`config.mk`:
```
export PLATFORM = sky130hd
export DESIGN_NAME = p_flag_sequencer_flat
export DESIGN_NICKNAME = d
export VERILOG_FILES = /design/src/rtl/p_flag_sequencer_if.sv /design/src/rtl/p_flag_sequencer.sv /design/src/flat_wrapper.sv
export SDC_FILE = /design/constraint.sdc
export NUM_CORES = 1
export LEC_CHECK = 0
export ABC_CLOCK_PERIOD_IN_PS = 1620
export CAP_MARGIN = 40
export CORE_MARGIN = 2
export CORE_UTILIZATION = 42
export DETAILED_ROUTE_END_ITERATION = 10
export GPL_ROUTABILITY_DRIVEN = 0
export PLACE_DENSITY = 0.89
export SYNTH_ARGS = -nofsm -noshare
export SYNTH_HDL_FRONTEND = slang
export SYNTH_SLANG_ARGS = --single-unit
```
`constraint.sdc`:
```
create_clock -name clk -period 1.62 [get_ports clk]
set_input_delay 0.324 -clock clk [delete_from_list [all_inputs] [get_ports clk]]
set_output_delay 0.324 -clock clk [all_outputs]
set_load 0.05 [all_outputs]
```
`src/rtl/p_flag_sequencer_if.sv`:
```
// Operation request and stack-memory handshake bundle for the P-register update sequencer.
interface p_flag_sequencer_if;
  logic       op_valid;
  logic [2:0] op_code;
  logic [7:0] op_imm;
  logic       op_ready;
  logic       done;
  logic       mem_req;
  logic       mem_we;
  logic [7:0] mem_wdata;
  logic [7:0] mem_rdata;
  logic       mem_ack;

  // Environment side: issues ops and answers stack accesses.
  modport master (
    output op_valid, op_code, op_imm, mem_rdata, mem_ack,
    input  op_ready, done, mem_req, mem_we, mem_wdata
  );

  // Sequencer side.
  modport slave (
    input  op_valid, op_code, op_imm, mem_rdata, mem_ack,
    output op_ready, done, mem_req, mem_we, mem_wdata
  );
endinterface

```
`src/rtl/p_flag_sequencer.sv`:
```
// Writer side of the CPU status-register update path: sequences REP/SEP/PHP/PLP and
// interrupt entry, drives the P write mask/data, and runs the stack byte transfer.
//
// state   | meaning
// --------+-----------------------------------------------------------
// S_IDLE  | ready for a new op (op_ready=1)
// S_PUSH  | pushing lat to the stack; sp_dec on the ack cycle
// S_SPINC | pre-increment SP ahead of a pull
// S_PULL  | pulling a byte from the stack into lat
// S_APPLY | one-cycle write into P (mask/data by captured op)
// S_DONE  | one-cycle completion pulse
module p_flag_sequencer (
  input  logic                      clk,
  input  logic                      reset,
  input  logic                      cpu_en,
  input  logic [7:0]                p_in,
  input  logic                      e_in,
  output logic [7:0]                p_wdata,
  output logic [7:0]                p_write,
  output logic                      sp_dec,
  output logic                      sp_inc,
  p_flag_sequencer_if.slave         bus
);

  localparam logic [2:0] OP_REP = 3'd0;
  localparam logic [2:0] OP_SEP = 3'd1;
  localparam logic [2:0] OP_PHP = 3'd2;
  localparam logic [2:0] OP_PLP = 3'd3;
  localparam logic [2:0] OP_INT = 3'd4;

  typedef enum logic [2:0] {
    S_IDLE, S_PUSH, S_SPINC, S_PULL, S_APPLY, S_DONE
  } state_t;

  state_t     state, state_nxt;
  logic [7:0] lat, lat_nxt;
  logic [2:0] op_q;
  logic [7:0] imm_q;
  logic       e_q;
  logic [7:0] push_byte;
  logic       accept;

  assign accept = (state == S_IDLE) && bus.op_valid;

  // Byte pushed for PHP/INT; in emulation bit 5 reads as 1 and bit 4 carries the B flag.
  always_comb begin
    push_byte = p_in;
    if (e_in) begin
      if (bus.op_code == OP_INT) push_byte = {p_in[7:6], 1'b1, bus.op_imm[0], p_in[3:0]};
      else                       push_byte = {p_in[7:6], 2'b11, p_in[3:0]};
    end
  end

  // State, latched byte and captured op; everything holds while cpu_en is low.
  always_ff @(posedge clk) begin
    if (reset) begin
      state <= S_IDLE;
      lat   <= 8'h00;
      op_q  <= 3'd0;
      imm_q <= 8'h00;
      e_q   <= 1'b0;
    end else if (cpu_en) begin
      state <= state_nxt;
      lat   <= lat_nxt;
      if (accept) begin
        op_q  <= bus.op_code;
        imm_q <= bus.op_imm;
        e_q   <= e_in;
      end
    end
  end

  // Next-state and state-decoded outputs.
  always_comb begin
    state_nxt     = state;
    lat_nxt       = lat;
    bus.op_ready  = 1'b0;
    bus.done      = 1'b0;
    bus.mem_req   = 1'b0;
    bus.mem_we    = 1'b0;
    bus.mem_wdata = 8'h00;
    p_write       = 8'h00;
    p_wdata       = 8'h00;
    sp_inc        = 1'b0;
    sp_dec        = 1'b0;
    case (state)
      S_IDLE: begin
        bus.op_ready = 1'b1;
        if (bus.op_valid) begin
          case (bus.op_code)
            OP_REP, OP_SEP: state_nxt = S_APPLY;
            OP_PHP, OP_INT: begin
              state_nxt = S_PUSH;
              lat_nxt   = push_byte;
            end
            OP_PLP:         state_nxt = S_SPINC;
            default:        state_nxt = S_DONE;
          endcase
        end
      end
      S_PUSH: begin
        bus.mem_req   = 1'b1;
        bus.mem_we    = 1'b1;
        bus.mem_wdata = lat;
        if (bus.mem_ack) begin
          // Gated so a dead-cycle ack never looks like an SP update.
          sp_dec    = cpu_en;
          state_nxt = (op_q == OP_INT) ? S_APPLY : S_DONE;
        end
      end
      S_SPINC: begin
        sp_inc    = 1'b1;
        state_nxt = S_PULL;
      end
      S_PULL: begin
        bus.mem_req = 1'b1;
        if (bus.mem_ack) begin
          lat_nxt   = bus.mem_rdata;
          state_nxt = S_APPLY;
        end
      end
      S_APPLY: begin
        case (op_q)
          OP_REP: begin p_write = imm_q; p_wdata = 8'h00; end
          OP_SEP: begin p_write = imm_q; p_wdata = 8'hFF; end
          OP_PLP: begin p_write = 8'hFF; p_wdata = lat;   end
          OP_INT: begin p_write = 8'h0C; p_wdata = 8'h04; end
          default: ;
        endcase
        // In emulation M/X/B are not real register bits for these ops.
        if (e_q && (op_q != OP_INT)) p_write[5:4] = 2'b00;
        state_nxt = S_DONE;
      end
      S_DONE: begin
        bus.done  = 1'b1;
        state_nxt = S_IDLE;
      end
      default: state_nxt = S_IDLE;
    endcase
  end

endmodule

```
`src/flat_wrapper.sv`:
```
// flat-port wrapper written by rule: the top's interface ports become plain ports
module p_flag_sequencer_flat 
  (clk, reset, cpu_en, p_in, e_in, p_wdata, p_write, sp_dec, sp_inc, bus_op_valid, bus_op_code, bus_op_imm, bus_mem_rdata, bus_mem_ack, bus_op_ready, bus_done, bus_mem_req, bus_mem_we, bus_mem_wdata);
  p_flag_sequencer_if bus_i ();
  input  logic clk;
  input  logic reset;
  input  logic cpu_en;
  input  logic [7:0] p_in;
  input  logic e_in;
  output logic [7:0] p_wdata;
  output logic [7:0] p_write;
  output logic sp_dec;
  output logic sp_inc;
  input wire logic [$bits(bus_i.op_valid)-1:0] bus_op_valid;
  input wire logic [$bits(bus_i.op_code)-1:0] bus_op_code;
  input wire logic [$bits(bus_i.op_imm)-1:0] bus_op_imm;
  input wire logic [$bits(bus_i.mem_rdata)-1:0] bus_mem_rdata;
  input wire logic [$bits(bus_i.mem_ack)-1:0] bus_mem_ack;
  output wire logic [$bits(bus_i.op_ready)-1:0] bus_op_ready;
  output wire logic [$bits(bus_i.done)-1:0] bus_done;
  output wire logic [$bits(bus_i.mem_req)-1:0] bus_mem_req;
  output wire logic [$bits(bus_i.mem_we)-1:0] bus_mem_we;
  output wire logic [$bits(bus_i.mem_wdata)-1:0] bus_mem_wdata;
  assign bus_i.op_valid = bus_op_valid;
  assign bus_i.op_code = bus_op_code;
  assign bus_i.op_imm = bus_op_imm;
  assign bus_i.mem_rdata = bus_mem_rdata;
  assign bus_i.mem_ack = bus_mem_ack;
  assign bus_op_ready = bus_i.op_ready;
  assign bus_done = bus_i.done;
  assign bus_mem_req = bus_i.mem_req;
  assign bus_mem_we = bus_i.mem_we;
  assign bus_mem_wdata = bus_i.mem_wdata;
  p_flag_sequencer u_core (.clk(clk), .reset(reset), .cpu_en(cpu_en), .p_in(p_in), .e_in(e_in), .p_wdata(p_wdata), .p_write(p_write), .sp_dec(sp_dec), .sp_inc(sp_inc), .bus(bus_i));
endmodule
```
Yosys cells after proc, flatten, opt, wreduce, memory -nomap -nowiden
Index checks and enable logic that the tools add are counted.

cells by class
  reductions and logical operators = 13
  equality and inequality tests = 17
  muxes and demuxes = 25

operator list
  operator                                                         count
  8-bit 2-to-1 mux                                                 6
  8-bit case mux with 3 select lines                               2
  8-bit case mux with 2 select lines                               1
  3-bit by 2-bit == test with 1-bit output, second input constant  5
  3-bit case mux with 5 select lines                               1
  3-bit == test, second input constant                             4
  3-bit by 1-bit == test with 1-bit output, second input constant  3
  3-bit logical NOT                                                3
  3-bit 2-to-1 mux                                                 3
  3-bit case mux with 3 select lines                               1
  1-bit 2-to-1 mux                                                 8
  2-bit != test, second input constant                             4
  2-bit OR reduction                                               4
  6-bit 2-to-1 mux                                                 1
  5-bit 2-to-1 mux                                                 1
  5-bit AND reduction                                              1
  4-bit AND reduction                                              1
  3-bit != test, second input constant                             1
  1-bit logical AND                                                2
  2-bit 2-to-1 mux                                                 1
  2-bit AND reduction                                              1
  2-bit nonzero test                                               1

storage, ports and cells
  output and inout port bits = 30
  register bits after elaboration = 23
  logic and storage cells = 60

Longest topological paths before layout
  word-level depth = 6
  mapped depth = 6
  gate-level depth less buffers = 4

Worst setup path before layout
No wires, ideal clock.

  path type = register to output
  start = register u_core.op_q[2]
  end = output port p_write[4]
  path buffers = 2
  required time = 1296 ps
  stages on the path, launching flop included = 5
  data arrival time = 2111 ps
  setup slack = -815 ps
  cells stage by stage = dfxtp_1 -> clkbuf_1 -> or3_1 -> clkbuf_1 -> a211oi_1

between the ends
  word-level cells in the longest chain between the ends = 5
  elaborated cells between the ends (all ways) = 10
  classes of those cells = eq/ne: 4; mux: 3; reduce/logical: 3

ends and longest elaborated chain
  what                                                                                  line                     text
  start: declaration                                                                    p_flag_sequencer.sv:37   logic [2:0] op_q;
  start signal: assignment                                                              p_flag_sequencer.sv:66   op_q <= bus.op_code;
  3-bit by 1-bit == test with 1-bit output / 3-bit logical NOT (equally long branches)  p_flag_sequencer.sv:123  case (op_q)
  2-bit OR reduction (no source line)                                                   -
  8-bit case mux with 3 select lines                                                    p_flag_sequencer.sv:123
  2-bit 2-to-1 mux *                                                                    p_flag_sequencer.sv:131  if (e_q && (op_q != OP_INT)) p_write[5:4] = 2'b00;
  8-bit 2-to-1 mux *                                                                    p_flag_sequencer.sv:86   case (state)
  end: declaration                                                                      flat_wrapper.sv:11       output logic [7:0] p_write;

Every way passes the cells marked *; elsewhere a longest branch is shown, timed or not.

Worst setup path after layout
  start = register u_core.state[1]
  end = output port sp_dec

between the ends
  word-level cells in the longest chain between the ends = 2

ends and longest elaborated chain
  what                                      line                    text
  start: declaration                        p_flag_sequencer.sv:35  state_t state, state_nxt;
  start signal: assignment                  p_flag_sequencer.sv:63  state <= state_nxt;
  3-bit by 1-bit == test with 1-bit output  p_flag_sequencer.sv:86
  1-bit 2-to-1 mux                          p_flag_sequencer.sv:86
  end: declaration                          flat_wrapper.sv:12      output logic sp_dec;

Every way passes these cells.

==> impl_metrics.yaml <==
critical_path:
  setup.worst_path.start_class: "register"
  worst_path_max_delay_cell: "dfxtp_2"
  critPathBufInv: 3
  cp_slowest_stage_delay_ps: 350
  crit_family: "buffers and inverters"
  worstPathRequired_ps: 1300
  r2r_end: "u_core.lat[3]"
  r2r_slack_ps: -190
  reg2reg_from: "u_core.state[1]"
  endpoint_kind: "primary output"
  critical_path.max_fanout: 12
  critPathKind: "reg -> out"
  cp.depth: 5
  critPathArrivalTime_ps: 1680
  crit_chain: "buf_4 -> nor3b_4 -> buf_6 -> and3_4 -> buf_12"
  ff2ff_path_depth: 6
logic_synthesis:
  yosys_warnings: 0
  async_flop_share: 0
  synthTopCellsByCount: "a21oi_1 (32), nand2_1 (29), dfxtp_1 (23)"
  yosysTopAreaCell: "dfxtp_1"
  synth_area_leaders: "dfxtp_1 (32%), a21oi_1 (11%), nand2_1 (7.5%)"
  synth.avg_cell_area_um2: 7.501
  syn_area_um2: 1448
  seq_area_frac_synth: 0.3181
  synth-seq-cells: 23
  synth_top_area_share: 0.3181
  postSynthCellCount: 193
  yosysMostFrequentCell: "a21oi_1"
  synth-main-ff-cell: "dfxtp_1"
  syn-num-nets: 226
  ys_types: 39
  synth-edff-count: 0
timing:
  fin_crit_sh: 1.238
  worst_slew_pin_slew_ps: 579.1
  rsz0062_at_grt: "yes"
  hold_ws_ps: 513.6
  slew_headroom: 0.6131
  finClkSkew_ps: 1.259
  finalMaxSlewViolations: 0
  fin_ws_ps: -385.3
  hold_viol: 0
  layout_min_cycle_time_ps: 2005
  max_freq_ghz: 0.4987
  tns_ps: -10230
  setup_viol: 45
job:
  maxCapViolations: 0
floorplan:
  die_h_um: 62.71
  rows: 21
  die_x_um: 62.71
  start_util: 0.4373
  core_um2: 3311
  io-pin-count: 63
  design.die.area_um2: 3933
route:
  routedWlPerCell_um: 25.55
  vias: 2169
  vias_per_cell: 6.455
  ant_nets: 0
  drt_iter0_markers: 255
  post-route-drc-count: 0
  dr.pass1.iters: 5
  drt-total-wl_um: 8586
grt:
  grt_usage: 0.3219
  grt_overflow: 0
  antenna_found_initial: 0
  grt_max_degree: 16
  grt_pass1_wl_um: 9984
  grt_pass1_vias: 2030
cts:
  cts-buffers-inserted: 3
  cts.clk_slew.worst_paths_ps: 130
  cts_tree: "done"
  clock_latency_ps: 330
  clkSinkCount: 23
  holdBufCountCts: 0
  cts-root-buf: "clkbuf_4"
  clock_path_buffers: 2
  cts-htree-levels: 1
hold_path:
  hold_path_depth: 2
  hold_end: "u_core.imm_q[3]"
  hp-start: "u_core.imm_q[3]"
  hp-class: "reg -> reg"
power:
  total_power_w: 0.001774
  p_leak_nw: 1.200
  power_density_nw_per_um2: 560.9
  ir_drop_v: 0.0005245
run_status:
  violations: "setup timing"
  status: "complete, but fails checks"
finish:
  drive_gt1_frac: 0.4828
  areaGrowthSynthToFinish_pct: 118.5
  diodes: 0
  fin_nets: 324
placement:
  hpwl_um: 3819
  io_buffers: 62
==> report_power, final <==
group          internal (W)  switching [W]
Combinational      0.000412       0.000443
Sequential         0.000598      0.0000355
Clock             0.0000967       0.000188
==> kinds of logic (layout without fill, tap and decap cells) <==
| group | count (synthesis) | count (layout) | synth area share |
|---|---|---|---|
| simple gates | 74 | 74 | 0.2662 |
| compound gates | 58 | 58 | 0.2653 |
| buf+inv | 28 | 125 | 0.08298 |
| flops | 23 | 23 | 0.3181 |
| mux | 8 | 8 | 0.05532 |
| xor+xnor | 2 | 2 | 0.01210 |
==> cell type report <==
type / instances / area (um^2)
Sequential cell: 23 / 467.9
Tap cell: 46 / 57.56
Fill cell: 74 / 147.6
Inverter: 11 / 41.29
Clock buffer: 4 / 26.28
Multi-Input combinational cell: 142 / 1174
Timing Repair Buffer: 110 / 1396
==> worst min-delay path: stages (launching register included) <==
cell and delay, ps:
dfxtp_1 340, nand2_1 70, a21oi_1 70
==> sequential cells by signal, summed over array words and instances, names as in the netlist <==
register	flops
u_core.e_q	1
u_core.imm_q	8
u_core.lat	8
u_core.op_q	3
u_core.state	3
==> per-layer routing <==
metal	up-vias	part of all wire	track usage
met5	-	0	0
met4	0	0.082	0.1500
met3	70	0.099	0.06126
met2	218	0.49	0.5672
met1	1011	0.33	0.3749
li1	870	-	-
==> stage by stage <==
step	worst slack, ps	cell area, um^2	cells	util
2_1_floorplan	-347.1	1605	193	-
3_3_place_gp	-221.8	2716	313	0.8205
3_5_place_dp	-445.0	2716	313	0.8205
4_1_cts	-344.6	2962	328	0.8946
5_1_grt	-440.1	3163	336	0.9554
6_report	-385.3	3163	336	0.9554
==> repair_timing <==
item                       4_1_cts  5_1_grt
gates resized for setup         32       29
cloned                           1        1
pin swaps                        5       11
setup endpoints to repair       35       52
setup buffers                   10        7
==> cells in the final DEF, fill, tap and decap left out, types with 3 or more instances in the layout <==
| cell type | n |
|---|---|
| a21oi_1 | 13 |
| a21oi_2 | 14 |
| a21oi_4 | 7 |
| a311oi_1 | 4 |
| a311oi_2 | 3 |
| and2_4 | 9 |
| buf_12 | 34 |
| buf_4 | 27 |
| buf_6 | 14 |
| clkbuf_4 | 3 |
| clkdlybuf4s50_1 | 32 |
| dfxtp_1 | 19 |
| dfxtp_2 | 3 |
| inv_1 | 11 |
| mux2i_1 | 8 |
| nand2_1 | 26 |
| nand2_2 | 3 |
| nand2b_1 | 7 |
| nor2_1 | 3 |
| nor2_4 | 4 |
| nor2b_1 | 3 |
| nor3_1 | 4 |
| nor3b_4 | 3 |
==> worst max path at each step <==
stage	slack, ps	startpoint	endpoint
3_5_place_dp	-450	bus_op_code[2]	u_core.lat[0]
2_1_floorplan	-350	u_core.op_q[0]	p_write[4]
6_report	-390	u_core.state[1]	sp_dec
4_1_cts	-340	u_core.state[1]	p_write[5]
5_1_grt	-440	u_core.state[1]	p_wdata[3]
3_3_place_gp	-220	bus_op_code[1]	u_core.lat[4]
Power figures use the tool's default switching activity.
